--- src/rtl/mem_lsu.sv ---
// Load/store unit: one memory operation in flight, byte-lane alignment, load sign/zero extension.
// Optional bus watchdog enabled by defining MEM_LSU_WATCHDOG_EN.
module mem_lsu #(
    parameter int DW  = 32,
    parameter int AW  = 32,
    parameter int TMO = 16
) (
    input  logic            clk,
    input  logic            resetn,
    input  logic            in_valid,
    output logic            in_ready,
    input  logic [3:0]      in_op,
    input  logic [AW-1:0]   in_addr,
    input  logic [DW-1:0]   in_wdata,
    input  logic [36:0]     in_tag,
    output logic            dm_req,
    output logic            dm_we,
    output logic [AW-1:0]   dm_addr,
    output logic [DW/8-1:0] dm_wstrb,
    output logic [DW-1:0]   dm_wdata,
    input  logic            dm_gnt,
    input  logic            dm_rvalid,
    input  logic [DW-1:0]   dm_rdata,
    output logic            out_valid,
    input  logic            out_ready,
    output logic [DW-1:0]   out_data,
    output logic [36:0]     out_tag,
    output logic            out_adel,
    output logic            out_ades,
    output logic            out_berr
);

    localparam int NB = DW / 8;
    localparam int LB = $clog2(NB);

    typedef enum logic [1:0] {IDLE, REQ, WAIT, RESP} state_t;

    state_t          state_reg;
    logic [3:0]      op_reg;
    logic [LB-1:0]   lane_reg;

    logic            dec_ld;
    logic            dec_st;
    logic            dec_mis;
    logic [1:0]      dec_sz;
    logic [NB-1:0]   strb_base;
    logic [NB-1:0]   dec_strb;
    logic [DW-1:0]   dec_wdata;
    logic [AW-1:0]   dec_addr;
    logic [DW-1:0]   rd_shift;
    logic [DW-1:0]   ld_data;

    // Access size: 0 byte, 1 halfword, 2 word, 3 doubleword.
    function automatic logic [1:0] op_size(input logic [3:0] op);
        case (op)
            4'd3, 4'd4, 4'd7: op_size = 2'd1;
            4'd5, 4'd8:       op_size = 2'd2;
            4'd9, 4'd10:      op_size = 2'd3;
            default:          op_size = 2'd0;
        endcase
    endfunction

    function automatic logic is_load(input logic [3:0] op);
        is_load = (op >= 4'd1 && op <= 4'd5) || (op == 4'd9 && DW == 64);
    endfunction

    function automatic logic is_store(input logic [3:0] op);
        is_store = (op >= 4'd6 && op <= 4'd8) || (op == 4'd10 && DW == 64);
    endfunction

    assign in_ready = (state_reg == IDLE);

    always_comb begin
        dec_ld   = is_load(in_op);
        dec_st   = is_store(in_op);
        dec_sz   = op_size(in_op);
        dec_addr = in_addr & ~AW'(NB - 1);
        case (dec_sz)
            2'd0:    dec_mis = 1'b0;
            2'd1:    dec_mis = in_addr[0];
            2'd2:    dec_mis = |in_addr[1:0];
            default: dec_mis = |in_addr[2:0];
        endcase
        case (dec_sz)
            2'd0:    strb_base = NB'(1);
            2'd1:    strb_base = NB'(3);
            2'd2:    strb_base = NB'(15);
            default: strb_base = '1;
        endcase
        dec_strb = strb_base << in_addr[LB-1:0];
        // The store source is replicated so every lane carries it; strobes pick the lane.
        case (dec_sz)
            2'd0:    dec_wdata = {NB{in_wdata[7:0]}};
            2'd1:    dec_wdata = {(NB/2){in_wdata[15:0]}};
            2'd2:    dec_wdata = {(NB/4){in_wdata[31:0]}};
            default: dec_wdata = in_wdata;
        endcase
    end

    always_comb begin
        rd_shift = dm_rdata >> {lane_reg, 3'b000};
        case (op_reg)
            4'd1:    ld_data = DW'($signed(rd_shift[7:0]));
            4'd2:    ld_data = DW'(rd_shift[7:0]);
            4'd3:    ld_data = DW'($signed(rd_shift[15:0]));
            4'd4:    ld_data = DW'(rd_shift[15:0]);
            4'd5:    ld_data = DW'($signed(rd_shift[31:0]));
            default: ld_data = rd_shift;
        endcase
    end

`ifdef MEM_LSU_WATCHDOG_EN
    localparam int CW = $clog2(TMO + 1);
    logic [CW-1:0] wd_cnt_reg;
    logic          wd_expired;
    assign wd_expired = (wd_cnt_reg == CW'(TMO - 1));
`else
    logic unused_tmo;
    assign unused_tmo = (TMO > 0);
    assign out_berr   = 1'b0;
`endif

    always_ff @(posedge clk) begin
        if (!resetn) begin
            state_reg <= IDLE;
            op_reg    <= '0;
            lane_reg  <= '0;
            dm_req    <= 1'b0;
            dm_we     <= 1'b0;
            dm_addr   <= '0;
            dm_wstrb  <= '0;
            dm_wdata  <= '0;
            out_valid <= 1'b0;
            out_data  <= '0;
            out_tag   <= '0;
            out_adel  <= 1'b0;
            out_ades  <= 1'b0;
`ifdef MEM_LSU_WATCHDOG_EN
            out_berr   <= 1'b0;
            wd_cnt_reg <= '0;
`endif
        end else begin
            case (state_reg)
                IDLE: begin
                    if (in_valid) begin
                        op_reg   <= in_op;
                        lane_reg <= in_addr[LB-1:0];
                        out_tag  <= in_tag;
                        out_adel <= dec_ld & dec_mis;
                        out_ades <= dec_st & dec_mis;
`ifdef MEM_LSU_WATCHDOG_EN
                        out_berr   <= 1'b0;
                        wd_cnt_reg <= '0;
`endif
                        if ((dec_ld || dec_st) && !dec_mis) begin
                            state_reg <= REQ;
                            dm_req    <= 1'b1;
                            dm_we     <= dec_st;
                            dm_addr   <= dec_addr;
                            dm_wstrb  <= dec_st ? dec_strb : '0;
                            dm_wdata  <= dec_wdata;
                        end else begin
                            // NOP and misaligned ops complete without touching memory.
                            state_reg <= RESP;
                            out_valid <= 1'b1;
                            out_data  <= (dec_ld || dec_st) ? '0 : in_wdata;
                        end
                    end
                end
                REQ: begin
                    if (dm_gnt) begin
                        dm_req   <= 1'b0;
                        dm_we    <= 1'b0;
                        dm_wstrb <= '0;
                        if (dm_we) begin
                            state_reg <= RESP;
                            out_valid <= 1'b1;
                            out_data  <= '0;
                        end else begin
                            state_reg <= WAIT;
`ifdef MEM_LSU_WATCHDOG_EN
                            wd_cnt_reg <= '0;
`endif
                        end
                    end
`ifdef MEM_LSU_WATCHDOG_EN
                    else if (wd_expired) begin
                        dm_req    <= 1'b0;
                        dm_we     <= 1'b0;
                        dm_wstrb  <= '0;
                        state_reg <= RESP;
                        out_valid <= 1'b1;
                        out_data  <= '0;
                        out_berr  <= 1'b1;
                    end else begin
                        wd_cnt_reg <= wd_cnt_reg + CW'(1);
                    end
`endif
                end
                WAIT: begin
                    if (dm_rvalid) begin
                        state_reg <= RESP;
                        out_valid <= 1'b1;
                        out_data  <= ld_data;
                    end
`ifdef MEM_LSU_WATCHDOG_EN
                    else if (wd_expired) begin
                        state_reg <= RESP;
                        out_valid <= 1'b1;
                        out_data  <= '0;
                        out_berr  <= 1'b1;
                    end else begin
                        wd_cnt_reg <= wd_cnt_reg + CW'(1);
                    end
`endif
                end
                RESP: begin
                    if (out_ready) begin
                        state_reg <= IDLE;
                        out_valid <= 1'b0;
                    end
                end
                default: state_reg <= IDLE;
            endcase
        end
    end

endmodule

--- config.mk ---
export PLATFORM = sky130hd
export DESIGN_NAME = mem_lsu
export DESIGN_NICKNAME = d
export VERILOG_FILES = /design/src/rtl/mem_lsu.sv
export SDC_FILE = /design/constraint.sdc
export NUM_CORES = 1
export LEC_CHECK = 0
export ABC_CLOCK_PERIOD_IN_PS = 1980
export BUFFER_PORTS_ARGS = -buffer_cell sky130_fd_sc_hd__buf_2
export CORE_AREA = 2 2 126 128
export CTS_BUF_LIST = sky130_fd_sc_hd__clkbuf_2 sky130_fd_sc_hd__clkbuf_4 sky130_fd_sc_hd__clkbuf_8
export CTS_CLUSTER_DIAMETER = 30
export CTS_CLUSTER_SIZE = 24
export DETAILED_ROUTE_END_ITERATION = 8
export DIE_AREA = 0 0 128 130
export PLACE_DENSITY = 0.81
export SYNTH_ARGS = -nofsm -noshare
export SYNTH_HDL_FRONTEND = slang
export SYNTH_SLANG_ARGS = --single-unit
--- constraint.sdc ---
create_clock -name clk -period 1.98 [get_ports clk]
set_input_delay 0 -clock clk [delete_from_list [all_inputs] [get_ports clk]]
set_output_delay 0 -clock clk [all_outputs]
set_load 0.05 [all_outputs]
Yosys cells after proc, flatten, opt, wreduce, memory -nomap -nowiden
Cells that the tools add are included.
{"block": "totals", "in_bits": 143, "mem_bits_rw": 0, "latchBits": 0, "register_bits": 148, "n_memories": 0, "rom_bits": 0}
{"block": "op_classes", "bitwise": 2, "order_cmp": 4, "n_div": 0, "eq_ne": 23, "mul": 0, "add_sub_neg": 0, "reduce_logical": 20, "shifts": 2, "muxes": 38}
{"cell": "32-bit 2-to-1 mux", "n": 6}
{"cell": "32-bit one-hot mux with 4 select lines", "n": 1}
{"cell": "32-bit one-hot mux with 3 select lines", "n": 1}
{"cell": "32-bit one-hot mux with 2 select lines", "n": 1}
{"cell": "32-bit by 5-bit >> shifter with 32-bit output", "n": 1}
{"cell": "4-bit by 3-bit equality test with 1-bit output (second input constant)", "n": 4}
{"cell": "4-bit 2-to-1 mux", "n": 4}
{"cell": "4-bit one-hot mux with 2 select lines", "n": 2}
{"cell": "4-bit by 2-bit equality test with 1-bit output (second input constant)", "n": 3}
{"cell": "4-bit equality test (second input constant)", "n": 3}
{"cell": "1-bit 2-to-1 mux", "n": 12}
{"cell": "2-bit != test (second input constant)", "n": 6}
{"cell": "6-bit AND reduction", "n": 2}
{"cell": "2-bit 2-to-1 mux", "n": 5}
{"cell": "2-bit one-hot mux with 4 select lines", "n": 1}
{"cell": "4-bit AND reduction", "n": 2}
{"cell": "2-bit equality test (second input constant)", "n": 3}
{"cell": "2-bit one-hot mux with 3 select lines", "n": 1}
{"cell": "2-bit OR reduction", "n": 3}
{"cell": "3-bit OR reduction", "n": 2}
{"cell": "2-bit by 1-bit equality test with 1-bit output (second input constant)", "n": 2}
{"cell": "4-bit by 1-bit equality test with 1-bit output (second input constant)", "n": 1}
{"cell": "4-bit by 1-bit greater-or-equal comparator with 1-bit output (second input constant)", "n": 1}
{"cell": "4-bit by 3-bit greater-or-equal comparator with 1-bit output (second input constant)", "n": 1}
{"cell": "other kinds (16)", "n": 21}

Longest topological paths before layout
{"block": "depth", "ltp_word": 10, "depth_mapped": 10}

Worst setup path after synthesis
No wires, ideal clock.
{"block": "synth_timing", "path_kind": "reg-to-reg", "start": "register state_reg[0]", "end": "register out_data[14]", "setup_time_ps": 79, "slack_ps": -502, "t_arrival_ps": 2402, "path_stages_with_launch": 10, "synth_period_minus_slack_ps": 2482, "required_time_ps": 1901, "cell_sequence": "dfxtp_1 inv_1 ha_1 clkbuf_1 inv_1 o221ai_1 a2111oi_4 buf_2 nor2_1 a211oi_2"}
{"block": "synth_between", "elab_chain_cells": 3, "word_cells_on_any_way": 11, "classes_between": "7 x eq/ne; 1 x mux; 3 x reduce/logical"}
{"item": "from (decl)", "line": "38", "rtl": "state_t state_reg;"}
{"item": "from (signal assigned)", "line": "125", "rtl": "state_reg <= IDLE;"}
{"item": "from (signal assigned)", "line": "156", "rtl": "state_reg <= REQ;"}
{"item": "from (signal assigned)", "line": "164", "rtl": "state_reg <= RESP;"}
{"item": "2-bit logical NOT *"}
{"item": "named net in_ready", "line": "11", "rtl": "output logic in_ready,"}
{"item": "2-bit != test (no line) / 3-bit nonzero test (equally long branches)"}
{"item": "6-bit AND reduction (no line)"}
{"item": "to (signal assigned)", "line": "166", "rtl": "out_data <= (dec_ld || dec_st) ? '0 : in_wdata;"}
{"item": "to (signal assigned)", "line": "204", "rtl": "out_data <= ld_data;"}
{"item": "to (decl)", "line": "26", "rtl": "output logic [DW-1:0] out_data,"}
The timed path passes the listed nets; every way through them passes the cells marked *.
A chain may end at the register's enable or synchronous reset.

Final worst setup path
{"block": "layout_timing", "start": "register lane_reg[0]", "end": "register out_data[27]"}
{"block": "layout_between", "elab_chain_cells": 4}
{"item": "from (decl)", "line": "40", "rtl": "logic [LB-1:0] lane_reg;"}
{"item": "from (signal assigned)", "line": "147", "rtl": "lane_reg <= in_addr[LB-1:0];"}
{"item": "32-bit by 5-bit >> shifter with 32-bit output", "line": "101", "rtl": "rd_shift = dm_rdata >> {lane_reg, 3'b000};"}
{"item": "32-bit one-hot mux with 4 select lines", "line": "102", "rtl": "case (op_reg)"}
{"item": "32-bit 2-to-1 mux", "line": "201", "rtl": "if (dm_rvalid) begin"}
{"item": "32-bit one-hot mux with 3 select lines", "line": "143", "rtl": "case (state_reg)"}
Every way passes these cells. The select of a mux whose other input is x is not followed.

==> flow_summary.ini <==
[outcome]
outcome = finished clean

[drt]
drt-pass1-iter-count = 7
wire_per_inst_um = 18.0
vias = 8152
drt_iter0_markers = 818
via_per_inst = 5.60
finalWirelength_mm = 26.1
ant_nets = 0
drcViolationCount = 0

[clock_network]
cts.clk_slew.worst_paths_ns = 0.09
cts_tree = done
clockBufferDepth = 2
cts_sinks = 148
cts_made_buffers = 17
htreeDepth = 4
cts-root-buf = clkbuf_8
clkLatencyLatePin_ns = 0.46

[timing]
tightest_slew_ns = 0.790
setup_tns_ns = 0
fin_ws_ns = 0.00208
finalCritPeriodShare = 0.999
hold_violations = 0
slew_viol_final = 0
timing.fmax_mhz = 506
setup_viol = 0
max_slew_margin = 0.472
final.min_clock_period_ns = 1.98
rsz0062_at_grt = true
skew_ns = 0.00986

[yosys]
yosys.area.top_type = dfxtp_1
synth_cells = 872
synth.distinct_cells = 50
synth_edf_count = 0
synth_area_leaders = dfxtp_1 44%, nand2_1 10%, a21oi_1 10%
avgSynthCellArea_sq_um = 7.80
async_reset_ff_frac = 0
ys_warn_count = 0
yosysTopAreaCellShare = 0.435
netlist_area_sq_mm = 0.00680
ys_ff_latch = 148
synth_ff_type = dfxtp_1
ys_seq_area_frac = 0.435

[die]
die_w_um = 128
die_area_sq_mm = 0.0166
rows = 46
start_util = 0.441
io-pin-count = 287
core_sq_mm = 0.0154
die_y_um = 130

[setup_path]
r2r-end = out_data[27]$_SDFFE_PN0P_
worst_ep_required_time_ns = 2.33
critPathKind = register to register
path_cells = mux4_2, nor3b_4, o21ai_2, nand2_2, clkbuf_16, a2bb2oi_2, a21oi_1
cp.arrival_ns = 2.33
worst_r2r_path_depth = 7
crit_path_end_kind = register
reg2reg_from = lane_reg[0]$_SDFFE_PN0P_
crit_slowest_cell = mux4_2
critPathMaxFanout = 7
crit_family = multiplexers
reg2reg_slack_ns = 0.002
critPathLaunchType = register
crit_buf_inv = 1
slowest_delay_ns = 0.57

[grt]
grt_pass1_vias = 7489
antenna_found_initial = 0
grt_pass1_wl_mm = 37.7
grt_max_degree = 125
globalRouteOverflowTotal = 0
grtUsageTotal = 0.286

[finish]
regMostFlops = out_tag
drive_above_1_share = 0.321
final_util = 0.672
largest_registers = out_tag x37, dm_wdata x32, out_data x32
largest_reg_flops = 37
syn2layout_area_growth_pct = 52.3
fin_nets = 1398
instances_no_fill = 1456

[placed_design]
io_buffers = 283
post-place-cells = 1300
dp_hpwl_mm = 15.9
gp_congestion = 0.924
post-place-ws_ns = -0.00371

[min_path]
holdCritStartpoint = in_op[3]
hold_class = primary input to register
min_path_cells = 4
holdPathEnd = op_reg[3]$_SDFFE_PN0P_

[power]
powerDensity_mw_per_mm2 = 1270
power.share.combinational = 0.527
p_switching_w = 0.00630
seqPwrFrac = 0.300
internal-power_w = 0.00689
pwr-share-clk = 0.173
switching_share = 0.478
ir_drop_uv = 688
power.total_w = 0.0132
power_leakage_nw = 4.46

[job]
maxCapViolations = 0
worst register-to-register path: cells and delay by family (launching register included):
family                 cells  cell delay, ns
AOI/OAI and AO/OA          3            0.33
buffers and inverters      1            0.19
DFF                        1            0.36
muxes                      1            0.57
and+or+nand+nor            2            0.44
per-stage QoR:
stage          cell area, sq um  hold WS [ns]
2_1_floorplan              6850         0.136
3_3_place_gp               8510         0.240
3_5_place_dp               8510         0.247
4_1_cts                   10100       0.00497
5_1_grt                   10400        0.0315
6_report                  10400        0.0126
power by group through the flow:
stage	logic, W	clock network [W]	registers [W]
floorplan	0.00258	0	0.00593
global placement	0.00595	0	0.00398
detailed placement	0.00605	0	0.00399
CTS	0.00651	0.00231	0.00394
global route	0.00737	0.00241	0.00401
finish	0.00695	0.00228	0.00396
cell usage in the layout (no fill, tap or decap), types with 10 or more instances in the layout:
cell and n:
buf_2 282, nor2_1 75, nand3_1 10, dlygate4sd3_1 114, nor2b_1 19, o21ai_0 27
a221oi_1 10, a211oi_1 45, nand2_1 188, mux2i_1 24, a2bb2oi_2 15, dfxtp_1 146
clkbuf_8 19, a21oi_1 129, buf_4 23
worst max path at each step:
stage	start	end	slack [ns]	cells past startpoint
2_1_floorplan	state_reg[0]$_SDFFE_PN0P_	out_data[14]$_SDFFE_PN0P_	-0.007	9
3_3_place_gp	state_reg[0]$_SDFFE_PN0P_	out_data[11]$_SDFFE_PN0P_	0.07	8
3_5_place_dp	state_reg[0]$_SDFFE_PN0P_	out_data[8]$_SDFFE_PN0P_	-0.004	8
4_1_cts	lane_reg[0]$_SDFFE_PN0P_	out_data[29]$_SDFFE_PN0P_	0.01	7
5_1_grt	state_reg[0]$_SDFFE_PN0P_	out_data[4]$_SDFFE_PN0P_	-0.06	9
6_report	lane_reg[0]$_SDFFE_PN0P_	out_data[27]$_SDFFE_PN0P_	0.002	7
what timing repair did:
| item | CTS | global route |
|---|---|---|
| hold buffers | 115 | 0 |
| setup endpoints to repair | 16 | 55 |
| hold endpoints to repair | 134 | 0 |
| pin swaps | 1 | 17 |
| cloned | 1 | 3 |
| buffers inserted | 2 | 5 |
| resized for setup | 3 | 41 |
cells by family after synthesis:
family                   share of synthesized area
XOR/XNOR                                   0.00644
multiplexers                                0.0419
AND/OR/NAND/NOR                              0.192
buffers and inverters                       0.0515
other                                     0.000551
AO/OA/AOI/OAI                                0.263
adder cells (fa/ha/maj)                    0.00919
flip-flops                                   0.435
cell type report:
type	instances	area, sq um
sequential	148	2970
inverter	9	38.8
tap	192	240
clock inverter	12	106
multi-input combinational	639	3720
fill	1185	5060
timing repair buffer	435	3020
clock buffer	20	269
antenna	1	2.50
cell usage after synthesis, types with 2 or more instances:
master and instances:
nand2_1 189, dfxtp_1 148, a21oi_1 136, nor2_1 77, clkbuf_1 59, a211oi_1 47, o21ai_0 28, mux2i_1 24
nor2b_1 20, a2bb2oi_1 15, a221oi_1 10, nand3_1 10, buf_1 8, inv_1 8, a211o_1 7, a32oi_1 7
buf_2 7, nand2b_1 6, nor3_1 6, a31oi_1 5, ha_1 5, o22ai_1 5, buf_4 4, o31ai_1 4
a22o_1 3, a22oi_1 3, xnor2_1 3, and2_1 2, mux2_2 2, nor3b_1 2, o211ai_1 2, xor2_1 2
metal layers:
metal  wire length (um)  part of all wire  global-route usage  up-vias
met5                  0                 0                   0        -
met4               1270             0.049               0.167        0
li1                   -                 -                   -     3802
met2              12700              0.49               0.482      464
met1               9860              0.38               0.329     3788
met3               2330             0.089              0.0783       98
(Power assumes the default switching activity.)
